### src/rtl/apb_timer_if.sv
// APB slave-side bus bundle for apb_timer: request signals from the master,
// completion signals back from the slave.
interface apb_timer_if;
  logic [31:0] PADDR;
  logic [31:0] PWDATA;
  logic        PWRITE;
  logic        PENABLE;
  logic        PSEL;
  logic [31:0] PRDATA;
  logic        PREADY;

  modport master (
    output PADDR, PWDATA, PWRITE, PENABLE, PSEL,
    input  PRDATA, PREADY
  );

  modport slave (
    input  PADDR, PWDATA, PWRITE, PENABLE, PSEL,
    output PRDATA, PREADY
  );
endinterface

### src/rtl/apb_timer.sv
// APB timer: prescaled up-counter with auto-reload, UIF flag and one-wait-state bus
// handshake. Define APB_TIMER_IRQ_EN to implement TCR.IE and the level irq output.
module apb_timer #(
  parameter int PSC_W = 16,
  parameter int CNT_W = 32
) (
  input  logic        PCLK,
  input  logic        PRESET,
  apb_timer_if.slave  apb,
  output logic        irq
);

  typedef enum logic {S_IDLE, S_ACK} state_t;

  state_t             state_q, state_d;
  logic               pready_q, pready_d;
  logic [31:0]        prdata_q, prdata_d;
  logic               en_q, en_d;
  logic               ie_q, ie_d;
  logic               uif_q, uif_d;
  logic [PSC_W-1:0]   tpsc_q, tpsc_d;
  logic [PSC_W-1:0]   psc_cnt_q, psc_cnt_d;
  logic [CNT_W-1:0]   tarr_q, tarr_d;
  logic [CNT_W-1:0]   tcnt_q, tcnt_d;

  logic [2:0]         reg_sel;
  logic               wr_commit;
  logic               tick;
  logic               uif_set;
  logic               uif_clr;
  logic [31:0]        rd_mux;
  logic               unused_bits;

  assign reg_sel     = apb.PADDR[4:2];
  assign wr_commit   = (state_q == S_ACK) && apb.PWRITE;
  assign unused_bits = ^{apb.PADDR[31:5], apb.PADDR[1:0]};

  always_comb begin
    rd_mux = '0;
    case (reg_sel)
      3'd0: rd_mux[2:0]       = {ie_q, 1'b0, en_q};
      3'd1: rd_mux[PSC_W-1:0] = tpsc_q;
      3'd2: rd_mux[CNT_W-1:0] = tarr_q;
      3'd3: rd_mux[CNT_W-1:0] = tcnt_q;
      3'd4: rd_mux[0]         = uif_q;
      default: rd_mux = '0;
    endcase
  end

  always_comb begin
    state_d   = state_q;
    pready_d  = 1'b0;
    prdata_d  = '0;
    en_d      = en_q;
    ie_d      = ie_q;
    tpsc_d    = tpsc_q;
    tarr_d    = tarr_q;
    psc_cnt_d = psc_cnt_q;
    tcnt_d    = tcnt_q;
    tick      = 1'b0;
    uif_set   = 1'b0;
    uif_clr   = 1'b0;

    // Read data is captured on entry to ACK and dropped back to zero on exit.
    case (state_q)
      S_IDLE: begin
        if (apb.PSEL && apb.PENABLE) begin
          state_d  = S_ACK;
          pready_d = 1'b1;
          prdata_d = rd_mux;
        end
      end
      S_ACK:   state_d = S_IDLE;
      default: state_d = S_IDLE;
    endcase

    if (en_q) begin
      if (psc_cnt_q == tpsc_q) begin
        psc_cnt_d = '0;
        tick      = 1'b1;
      end else begin
        psc_cnt_d = psc_cnt_q + PSC_W'(1);
      end
    end

    // ">=" so a TARR lowered below the running count still wraps on the next tick.
    if (tick) begin
      if (tcnt_q >= tarr_q) begin
        tcnt_d  = '0;
        uif_set = 1'b1;
      end else begin
        tcnt_d = tcnt_q + CNT_W'(1);
      end
    end

    if (wr_commit) begin
      case (reg_sel)
        3'd0: begin
          en_d = apb.PWDATA[0];
`ifdef APB_TIMER_IRQ_EN
          ie_d = apb.PWDATA[2];
`else
          ie_d = 1'b0;
`endif
          if (apb.PWDATA[1]) begin
            tcnt_d    = '0;
            psc_cnt_d = '0;
          end
        end
        3'd1: tpsc_d  = apb.PWDATA[PSC_W-1:0];
        3'd2: tarr_d  = apb.PWDATA[CNT_W-1:0];
        3'd4: uif_clr = apb.PWDATA[0];
        default: ;
      endcase
    end

    uif_d = uif_set | (uif_q & ~uif_clr);
  end

  always_ff @(posedge PCLK) begin
    if (PRESET) begin
      state_q   <= S_IDLE;
      pready_q  <= 1'b0;
      prdata_q  <= '0;
      en_q      <= 1'b0;
      ie_q      <= 1'b0;
      uif_q     <= 1'b0;
      tpsc_q    <= '0;
      tarr_q    <= '0;
      psc_cnt_q <= '0;
      tcnt_q    <= '0;
    end else begin
      state_q   <= state_d;
      pready_q  <= pready_d;
      prdata_q  <= prdata_d;
      en_q      <= en_d;
      ie_q      <= ie_d;
      uif_q     <= uif_d;
      tpsc_q    <= tpsc_d;
      tarr_q    <= tarr_d;
      psc_cnt_q <= psc_cnt_d;
      tcnt_q    <= tcnt_d;
    end
  end

  assign apb.PRDATA = prdata_q;
  assign apb.PREADY = pready_q;

`ifdef APB_TIMER_IRQ_EN
  assign irq = uif_q & ie_q;
`else
  assign irq = 1'b0;
`endif

endmodule

### src/flat_wrapper.sv
// flat-port wrapper written by rule: the top's interface ports become plain ports
module apb_timer_flat 
#(
  parameter int PSC_W = 16,
  parameter int CNT_W = 32
)
  (PCLK, PRESET, irq, apb_PADDR, apb_PWDATA, apb_PWRITE, apb_PENABLE, apb_PSEL, apb_PRDATA, apb_PREADY);
  apb_timer_if apb_i ();
  input  logic PCLK;
  input  logic PRESET;
  output logic irq;
  input wire logic [$bits(apb_i.PADDR)-1:0] apb_PADDR;
  input wire logic [$bits(apb_i.PWDATA)-1:0] apb_PWDATA;
  input wire logic [$bits(apb_i.PWRITE)-1:0] apb_PWRITE;
  input wire logic [$bits(apb_i.PENABLE)-1:0] apb_PENABLE;
  input wire logic [$bits(apb_i.PSEL)-1:0] apb_PSEL;
  output wire logic [$bits(apb_i.PRDATA)-1:0] apb_PRDATA;
  output wire logic [$bits(apb_i.PREADY)-1:0] apb_PREADY;
  assign apb_i.PADDR = apb_PADDR;
  assign apb_i.PWDATA = apb_PWDATA;
  assign apb_i.PWRITE = apb_PWRITE;
  assign apb_i.PENABLE = apb_PENABLE;
  assign apb_i.PSEL = apb_PSEL;
  assign apb_PRDATA = apb_i.PRDATA;
  assign apb_PREADY = apb_i.PREADY;
  apb_timer #(.PSC_W(PSC_W), .CNT_W(CNT_W)) u_core (.PCLK(PCLK), .PRESET(PRESET), .apb(apb_i), .irq(irq));
endmodule
### config.mk
export PLATFORM = sky130hd
export DESIGN_NAME = apb_timer_flat
export DESIGN_NICKNAME = d
export VERILOG_FILES = /design/src/rtl/apb_timer_if.sv /design/src/rtl/apb_timer.sv /design/src/flat_wrapper.sv
export SDC_FILE = /design/constraint.sdc
export NUM_CORES = 1
export LEC_CHECK = 0
export ABC_CLOCK_PERIOD_IN_PS = 2420
export CAP_MARGIN = 20
export CORE_MARGIN = 10
export CORE_UTILIZATION = 50
export CTS_BUF_LIST = sky130_fd_sc_hd__clkbuf_4 sky130_fd_sc_hd__clkbuf_8
export CTS_CLUSTER_SIZE = 12
export DETAILED_ROUTE_END_ITERATION = 10
export GPL_ROUTABILITY_DRIVEN = 0
export HOLD_SLACK_MARGIN = 0.15
export PLACE_DENSITY_LB_ADDON = 0.15
export SKIP_LAST_GASP = 1
export SYNTH_ARGS = -nofsm -noshare
export SYNTH_HDL_FRONTEND = slang
export SYNTH_SLANG_ARGS = --single-unit
### constraint.sdc
create_clock -name PCLK -period 2.42 [get_ports PCLK]
set_input_delay 0.484 -clock PCLK [delete_from_list [all_inputs] [get_ports PCLK]]
set_output_delay 0.484 -clock PCLK [all_outputs]
set_load 0.02 [all_outputs]
-- Yosys cells after proc, flatten, opt, wreduce, memory -nomap -nowiden
Index checks and enable logic that the tools add are counted.
- bits in registers: 132
- bits of input ports: 69
- output and inout bits: 34
- logic and storage cells: 52
- $add $sub $neg: 2
- order comparisons: 1
- equality and inequality tests: 5
- multiplexer cells: 22
- bitwise gates (word level): 5
- reduce and logical (&&, ||, !) cells: 8
- operators by type and width (operator ; number):
    2-to-1 mux 32 bit ; 5
    2-to-1 mux 16 bit ; 5
    case mux 13 bit (3 select lines) ; 1
    adder 32 x 1 -> 32 bit (second input constant) ; 1
    greater-or-equal comparator 32 bit ; 1
    case mux 16 bit (2 select lines) ; 1
    adder 16 x 1 -> 16 bit (second input constant) ; 1
    == test 16 bit ; 1
    2-to-1 mux 1 bit ; 7
    == test 3 x 2 -> 1 bit (second input constant) ; 2
    case mux 2 bit (3 select lines) ; 1
    AND reduction 2 bit ; 3
    case mux 1 bit (5 select lines) ; 1
    == test 3 x 1 -> 1 bit (second input constant) ; 1
    == test 3 bit (second input constant) ; 1
    logical NOT 3 bit ; 1
    inverter 1 bit ; 3
    OR reduction 3 bit ; 1
    logical AND 1 bit ; 2
    case mux 1 bit (2 select lines) ; 1
    OR reduction 2 bit ; 1
    AND 1 bit ; 1
    OR 1 bit ; 1

-- Logic depth before layout (Yosys ltp)
Gate-level depths: netlist (run 1).
- depth after elaboration: 7
- depth in mapped cells: 9
- mapped depth without buffers: 8

-- Worst setup path after synthesis (run 1)
Ideal clock, no wire load.
- kind: register to register
- start: reg u_core.tcnt_q[0]
- end: reg u_core.tcnt_q[15]
- setup time: 71 ps
- data arrival time: 2179 ps
- required time: 2349 ps
- slack: 170 ps
- cell stages (with the launch flop): 9
- path buffers: 0
- period minus slack after synthesis: 2250 ps
- cell sequence: dfxtp_1 > inv_1 > ha_1 > nand2b_1 > a2111oi_0 > o31ai_1 > a22o_1 > or4_1 > a21oi_1
- longest elaborated chain between the ends: 6
- elaborated cells on any way between the ends: 7
- those cells by class: 1 x add/sub; 1 x order compare; 5 x mux
- RTL lines (element ; line ; text):
    start, declared ; apb_timer.sv:24 ; logic [CNT_W-1:0] tcnt_q, tcnt_d;
    start signal, assigned ; apb_timer.sv:142 ; tcnt_q <= tcnt_d;
    adder 32 x 1 -> 32 bit or greater-or-equal comparator 32 bit (tied branches) ; apb_timer.sv:92, apb_timer.sv:88 ;
    2-to-1 mux 32 bit * ; apb_timer.sv:88 ; if (tcnt_q >= tarr_q) begin
    2-to-1 mux 32 bit * ; apb_timer.sv:87 ; if (tick) begin
    2-to-1 mux 32 bit ; apb_timer.sv:105 ; if (apb.PWDATA[1]) begin
    2-to-1 mux 32 bit ; apb_timer.sv:97 ; case (reg_sel)
    2-to-1 mux 32 bit * ; apb_timer.sv:96 ; if (wr_commit) begin
Mark *: on every way between the ends. The rest lies on a longest branch, timed or not.
A chain may end at the register's enable or synchronous reset.

-- Final worst setup path (run 1)
- start: reg u_core.tcnt_q[5]
- end: reg u_core.tcnt_q[15]
The elaborated chain is that of the path after synthesis.

==> impl_summary.log, run 1 <==
INFO  metric fin_worst_hold_slack = 0.4681 ns
INFO  metric finalWorstPathRequiredPeriod = 2.345 ns
INFO  metric hold_path_class = reg2reg
INFO  metric largest_family_of_logic_cells_by_synthesized_area = simple AND/OR/NAND/NOR gates
INFO  metric synth_area_leader_cell = sky130_fd_sc_hd__dfxtp_1
INFO  metric setup_viol = 0
INFO  metric first_global_vias = 6,131
INFO  metric starting_density_of_the_core = 0.5160
INFO  metric critical_path_class = reg2reg
INFO  metric slew_viols_final = 0
INFO  metric fin_crit_sh = 0.9691
INFO  metric num-nets-final = 990
INFO  metric critical_path.reg2reg.endpoint = u_core.tcnt_q[15]
INFO  metric maximum_number_of_pins_on_one_net_before_global_route_repair = 53
INFO  metric critical_path_maximum_fanout = 5
INFO  metric layout-area-overhead-vs-synth = 25.20%
INFO  metric timing.critical_path.from = u_core.tcnt_q[5]
INFO  metric grt_usage = 0.2026
INFO  metric cts_tree = built
INFO  metric htree_levels = 4
INFO  metric post_synth_xor_area_fraction = 0.06404
INFO  metric yosys.cell_count.top_type = sky130_fd_sc_hd__dfxtp_1
INFO  metric result_of_the_run = finished clean
INFO  metric drive_gt1_frac = 0.1456
INFO  metric io_pins = 103
INFO  metric final_antenna_net_count = 0
INFO  metric ys.warnings.count = 0
INFO  metric worstHoldPathCells = 2
INFO  metric yosysSeqAreaShare = 0.3995
INFO  metric dr_total_vias = 6,017
INFO  metric post-route-util = 0.6460
INFO  metric wire_length_of_the_first_global_routing_pass = 29.87 mm
INFO  metric num-fill-cells = 1,126
INFO  metric ys_dominant_reg_cell = sky130_fd_sc_hd__dfxtp_1
INFO  metric number_of_drc_markers_after_the_initial_detailed_route_iteration = 403
INFO  metric cellPowerDensity = 513.4 mW/mm²
INFO  metric port_buffers = 72
INFO  metric syn_nets = 887
INFO  metric placed_area = 0.007745 mm²
INFO  metric clock_insertion_delay_worst_skew = 0.46 ns
INFO  metric synth_mux_area_frac = 0.03183
INFO  metric antenna_found_initial = 0
INFO  metric drc_errors = 0
INFO  metric skew = 0.009438 ns
INFO  metric route.detailed.wl_per_inst = 16.85 µm
INFO  metric synth_top_area_frac = 0.3995
INFO  metric final-hold-violation-count = 0
INFO  metric tightestPinTransition = 0.5965 ns
INFO  metric synth_area_leaders = sky130_fd_sc_hd__dfxtp_1 40%, sky130_fd_sc_hd__nand2_1 7.3%, sky130_fd_sc_hd__ha_1 6.5%
INFO  metric drt_pre_antenna_iters = 5
INFO  metric regToRegSetupSlack = 0.07 ns
INFO  metric post_synth_most_frequent_cells = 131 x sky130_fd_sc_hd__dfxtp_1, 128 x sky130_fd_sc_hd__nand2_1, 67 x sky130_fd_sc_hd__a21oi_1, 57 x sky130_fd_sc_hd__nor2_1, 37 x sky130_fd_sc_hd__inv_1
INFO  metric postSynthCellCount = 784
INFO  metric cellLeakagePower = 0.002974 µW
INFO  metric maxCapViolCount = 0
INFO  metric async_set_reset_flop_share_out_of_synthesis = 0
INFO  metric die_width = 134.6 µm
INFO  metric cts_num_sinks = 131
INFO  metric cp-start-kind = flop
INFO  metric die_height = 134.6 µm
INFO  metric place.detailed.hpwl = 13.43 mm
INFO  metric worst-endpoint-required = 2.82 ns
INFO  metric path_clk_slew = 0.08 ns
INFO  metric clock_tree.root_cell = sky130_fd_sc_hd__clkbuf_8
INFO  metric arrival = 2.74 ns
INFO  metric min_from = u_core.tarr_q[5]
INFO  metric congestion_overflow_gr = 0
INFO  metric grt_setup_unrepaired = true
INFO  metric placementRows = 41
INFO  metric synth.cell_area = 0.006565 mm²
INFO  metric die_area = 0.01811 mm²
INFO  metric floorplan.core_area = 0.01272 mm²
INFO  metric fmax = 426.4 MHz
INFO  metric synth-simple-area-share = 0.2399
INFO  metric compound_gate_fraction_of_synth_area = 0.1488
INFO  metric viasPerCell = 5.613
INFO  metric yosys_cell_types = 59
INFO  metric clock_path_buffers = 2
INFO  metric average_cell_area_after_synthesis = 8.374 µm²
INFO  metric worstSetupEndpoint = u_core.tcnt_q[15]
INFO  metric timing.critical_path.to_type = flop
INFO  metric max-slew-margin-rel = 0.6023
INFO  metric rr_worst_depth = 7
INFO  metric numCtsBuffers = 17
INFO  metric timing.rr.start = u_core.tcnt_q[5]
INFO  metric postSynthRegisterBits = 131
INFO  metric number_of_enable_flip_flop_cells_after_synthesis = 0
INFO  metric insertedDiodeCount = 0
INFO  metric synthAdderAreaFrac = 0.06480
INFO  metric postLayoutCellArea = 0.008219 mm²
INFO  metric worst_ir_drop_vdd = 0.0004214 V
INFO  metric postRouteWirelength = 18.07 mm
## registers in the layout (all words and copies together), names as in the netlist
| name | count |
|---|---|
| u_core.psc_cnt_q | 16 |
| u_core.en_q | 1 |
| u_core.uif_q | 1 |
| u_core.tarr_q | 32 |
| u_core.tpsc_q | 16 |
| u_core.apb.PRDATA | 32 |
| u_core.tcnt_q | 32 |
| u_core.apb.PREADY | 1 |
## critical path, cell delays in order, from the launching register on
cell and delay [ns]:
sky130_fd_sc_hd__dfxtp_1 0.42, sky130_fd_sc_hd__ha_1 0.28, sky130_fd_sc_hd__a21o_1 0.22, sky130_fd_sc_hd__a221oi_4 0.30, sky130_fd_sc_hd__o31ai_4 0.14, sky130_fd_sc_hd__a22o_4 0.26, sky130_fd_sc_hd__or4_1 0.51, sky130_fd_sc_hd__a21oi_1 0.16
## area by class of cell
cell class | instances | area (µm²) | share of cell area
timing repair buffer | 130 | 1164 | 0.1416
sequential | 131 | 2625 | 0.3194
clock buffer | 19 | 255.2 | 0.03105
tap | 172 | 215.2 | 0.02618
multi-input combinational | 570 | 3685 | 0.4483
clock inverter | 13 | 136.4 | 0.01659
inverter | 37 | 138.9 | 0.01690
## power by group
group	internal, µW	leakage [µW]	switching [µW]
registers	2160	0.00106	3.92
clock network	947	0.000191	886
logic	108	0.00173	117
## timing repair
action                     4_1_cts  5_1_grt
pin swaps                        0        5
hold buffers                     0        0
setup endpoints to repair        1       23
resized for setup                1       10
setup buffers                    0        2
## cell usage in the layout (no fill, tap or decap), types with 5 or more instances in the layout
| cell | count |
|---|---|
| sky130_fd_sc_hd__nor2_1 | 57 |
| sky130_fd_sc_hd__mux2_2 | 15 |
| sky130_fd_sc_hd__nand2_1 | 128 |
| sky130_fd_sc_hd__or3_1 | 9 |
| sky130_fd_sc_hd__a211oi_2 | 5 |
| sky130_fd_sc_hd__buf_4 | 57 |
| sky130_fd_sc_hd__nand4_1 | 36 |
| sky130_fd_sc_hd__xor2_1 | 26 |
| sky130_fd_sc_hd__and2_1 | 8 |
| sky130_fd_sc_hd__clkdlybuf4s50_1 | 71 |
| sky130_fd_sc_hd__and3_1 | 15 |
| sky130_fd_sc_hd__o21ai_0 | 12 |
| sky130_fd_sc_hd__a22oi_1 | 32 |
| sky130_fd_sc_hd__nor3_1 | 16 |
| sky130_fd_sc_hd__a21oi_1 | 67 |
| sky130_fd_sc_hd__a211oi_1 | 5 |
| sky130_fd_sc_hd__nand3_1 | 12 |
| sky130_fd_sc_hd__xnor2_1 | 22 |
| sky130_fd_sc_hd__nor4_1 | 5 |
| sky130_fd_sc_hd__ha_1 | 34 |
| sky130_fd_sc_hd__inv_1 | 37 |
| sky130_fd_sc_hd__dfxtp_1 | 129 |
| sky130_fd_sc_hd__clkbuf_8 | 18 |
| sky130_fd_sc_hd__o21a_1 | 9 |
## routing by layer
layer / track usage / routed length, µm
met1: 0.2343 / 7668
met4: 0.07920 / 395
met3: 0.04970 / 879
met5: 0 / 0
met2: 0.3515 / 9122
## metrics by stage
stage | setup TNS [ns] | power (µW) | setup WS, ns | instances
floorplan | 0 | 2306 | 0.1701 | 784
global placement | 0 | 2425 | 0.06098 | 1038
detailed placement | 0 | 2429 | 0.01925 | 1038
CTS | 0 | 4248 | 0.01622 | 1070
global route | -0.09325 | 4340 | -0.03058 | 1072
finish | 0 | 4220 | 0.07482 | 1072
## cell families after synthesis
| group | Yosys count |
|---|---|
| and+or+nand+nor | 317 |
| AOI/OAI and AO/OA | 151 |
| DFF | 131 |
| buffers and inverters | 83 |
| xor gates and xnor gates | 48 |
| adders and majority gates | 34 |
| muxes | 19 |
| other | 1 |
## how the worst min path moves through the flow
stage / endpoint / slack [ns]
2_1_floorplan: u_core.uif_q / 0.44
3_3_place_gp: u_core.uif_q / 0.45
3_5_place_dp: u_core.tarr_q[21] / 0.47
4_1_cts: u_core.tarr_q[18] / 0.48
5_1_grt: u_core.tarr_q[5] / 0.49
6_report: u_core.tarr_q[5] / 0.47
Power figures use the tool's default switching activity.
==> run 2: changes to the inputs <==
--- a/config.mk
+++ b/config.mk
@@ -7,6 +7,7 @@
 export LEC_CHECK = 0
 export ABC_CLOCK_PERIOD_IN_PS = 2420
 export CAP_MARGIN = 20
+export CORE_ASPECT_RATIO = 1.5
 export CORE_MARGIN = 10
 export CORE_UTILIZATION = 50
 export CTS_BUF_LIST = sky130_fd_sc_hd__clkbuf_4 sky130_fd_sc_hd__clkbuf_8
==> run 2 against run 1 <==
Non-clock buffer count rose by 13. Hold slack worse by 0.069 ns. Sequential share of layout area shrank 0.33 points. Power is 2.7% higher. Final area is 1.2% higher. Setup slack worse by 0.011 ns. Wire length grew 4.2%. Final cell count hardly changed. Critical path depth increased by 1. Via count grew 2.2%. Fmax shrank 0.47%. First-iteration DRC count shrank 25%. Critical path type unchanged. Largest power group unchanged.
==> impl_summary.log, run 2 (synthesis gave the netlist of run 1 again) <==
INFO  metric floorplan.core_area = 0.01295 mm²
INFO  metric arrival = 2.72 ns
INFO  metric cts_num_sinks = 131
INFO  metric first_global_vias = 6,342
INFO  metric timing.critical_path.to_type = flop
INFO  metric drc_errors = 0
INFO  metric die_area = 0.01821 mm²
INFO  metric regToRegSetupSlack = 0.06 ns
INFO  metric grt_usage = 0.2062
INFO  metric path_clk_slew = 0.08 ns
INFO  metric final_antenna_net_count = 0
INFO  metric cts_tree = built
INFO  metric htree_levels = 4
INFO  metric cellLeakagePower = 0.003063 µW
INFO  metric layout_common_cells = 128 x sky130_fd_sc_hd__nand2_1, 126 x sky130_fd_sc_hd__dfxtp_1, 71 x sky130_fd_sc_hd__clkdlybuf4s50_1
INFO  metric maxCapViolCount = 0
INFO  metric die_width = 113.6 µm
INFO  metric clock_tree.root_cell = sky130_fd_sc_hd__clkbuf_8
INFO  metric p_switching = 963.8 µW
INFO  metric dr_total_vias = 6,150
INFO  metric crit_chain = inv_1, ha_1, nand2b_1, a2111oi_2, o31ai_2, a22o_1, or4_1, a21oi_1
INFO  metric cts_hold_buffers = 0
INFO  metric layout-area-overhead-vs-synth = 26.68%
INFO  metric crit_path_top_delay_cell = sky130_fd_sc_hd__or4_1
INFO  metric max-slew-margin-rel = 0.5633
INFO  metric wire_length_of_the_first_global_routing_pass = 30.69 mm
INFO  metric clock_path_buffers = 2
INFO  metric crit_path_max_incr_delay = 0.52 ns
INFO  metric layout.cells.most_common = sky130_fd_sc_hd__nand2_1
INFO  metric drive_gt1_frac = 0.1601
INFO  metric insertedDiodeCount = 0
INFO  metric result_of_the_run = finished clean
INFO  metric route.detailed.wl_per_inst = 17.58 µm
INFO  metric final.setup.tns = 0 ns
INFO  metric slew_viols_final = 0
INFO  metric cp-start-kind = flop
INFO  metric fin_crit_sh = 0.9736
INFO  metric setup_ws = 0.06385 ns
INFO  metric skew = 0.01152 ns
INFO  metric finalWorstPathRequiredPeriod = 2.356 ns
INFO  metric setup_viol = 0
INFO  metric clock_insertion_delay_worst_skew = 0.43 ns
INFO  metric hold_path_class = in2reg
INFO  metric port_buffers = 72
INFO  metric num-nets-final = 1,003
INFO  metric place.detailed.hpwl = 14.19 mm
INFO  metric power_report.internal_total = 3369 µW
INFO  metric postRouteWirelength = 18.82 mm
INFO  metric starting_density_of_the_core = 0.5068
INFO  metric die_height = 160.3 µm
INFO  metric worst_ir_drop_vdd = 0.0003119 V
INFO  metric p_sw_frac = 0.2225
INFO  metric worst-endpoint-required = 2.79 ns
INFO  metric drt_pre_antenna_iters = 5
INFO  metric grt_setup_unrepaired = true
INFO  metric numCtsBuffers = 17
INFO  metric placement.setup.worst_slack = -0.01272 ns
INFO  metric congestion_overflow_gr = 0
INFO  metric number_of_drc_markers_after_the_initial_detailed_route_iteration = 304
INFO  metric final-hold-violation-count = 0
INFO  metric io_pins = 103
INFO  metric tightestPinTransition = 0.6551 ns
INFO  metric fmax = 424.4 MHz
INFO  metric maximum_number_of_pins_on_one_net_before_global_route_repair = 33
INFO  metric antenna_found_initial = 0
INFO  metric critical_path_maximum_fanout = 5
INFO  metric placementRows = 51
INFO  metric postLayoutCellArea = 0.008317 mm²
INFO  metric cellPowerDensity = 520.9 mW/mm²
INFO  metric critical_path_class = reg2reg
INFO  metric clock_power_share = 0.447
INFO  metric num-fill-cells = 1,169
INFO  metric viasPerCell = 5.742
INFO  metric power_frac_seq = 0.499
INFO  metric placed_area = 0.007851 mm²
INFO  metric pwr-share-comb = 0.053
-- run 2: worst max-delay path: cells and delay by family, from the launching register on --
| family | cells | cell delay, ns |
|---|---|---|
| simple gates | 2 | 0.67 |
| flops | 1 | 0.34 |
| buf+inv | 1 | 0.06 |
| fa+ha+maj | 1 | 0.28 |
| compound gates | 4 | 0.95 |
-- run 2: path summary, 6_finish.rpt --
kind | startpoint | endpoint | depth (start not counted)
worst min-delay path | PRESET | u_core.en_q | 2
worst max register to register | u_core.tcnt_q[0] | u_core.tcnt_q[15] | 8
worst max-delay path | u_core.tcnt_q[0] | u_core.tcnt_q[15] | 8
worst min register to register | u_core.tarr_q[18] | u_core.tarr_q[18] | 2
-- run 2: metal layers --
metal,wire length [µm],global-route usage,vias up
met1,6848,0.1997,2932
met3,768,0.03990,51
met2,10420,0.3914,183
met4,782,0.1117,0
li1,-,-,2984
met5,0,0,-
-- run 2: power by group through the flow --
stage	Sequential, µW	Combinational, µW	Clock, µW
after global placement	2210	222	0
after detailed placement	2210	225	0
after floorplan	2210	94.2	0
after global routing	2160	247	2060
after CTS	2160	226	1980
final	2160	231	1940
-- run 2: cell type report --
cell class,instances,area [µm²],share of cell area
clock inverter,9,130.1,0.01565
multi-input combinational,570,3650,0.4388
timing repair buffer,143,1286,0.1547
sequential,131,2629,0.3161
tap,159,198.9,0.02392
inverter,37,138.9,0.01670
clock buffer,22,284.0,0.03415
-- run 2: per-stage QoR --
step | hold WS (ns) | utilization | cells | power (µW)
floorplan | 0.4422 | - | 784 | 2306
global placement | 0.4521 | 0.6061 | 1038 | 2434
detailed placement | 0.4652 | 0.6061 | 1038 | 2437
CTS | 0.3711 | 0.6382 | 1069 | 4365
global route | 0.3891 | 0.6420 | 1071 | 4470
finish | 0.3987 | 0.6420 | 1071 | 4332
-- run 2: what timing repair did --
action                     CTS  global route
setup buffers                0             2
pin swaps                    0             4
resized for setup            1            11
setup endpoints to repair    1            33
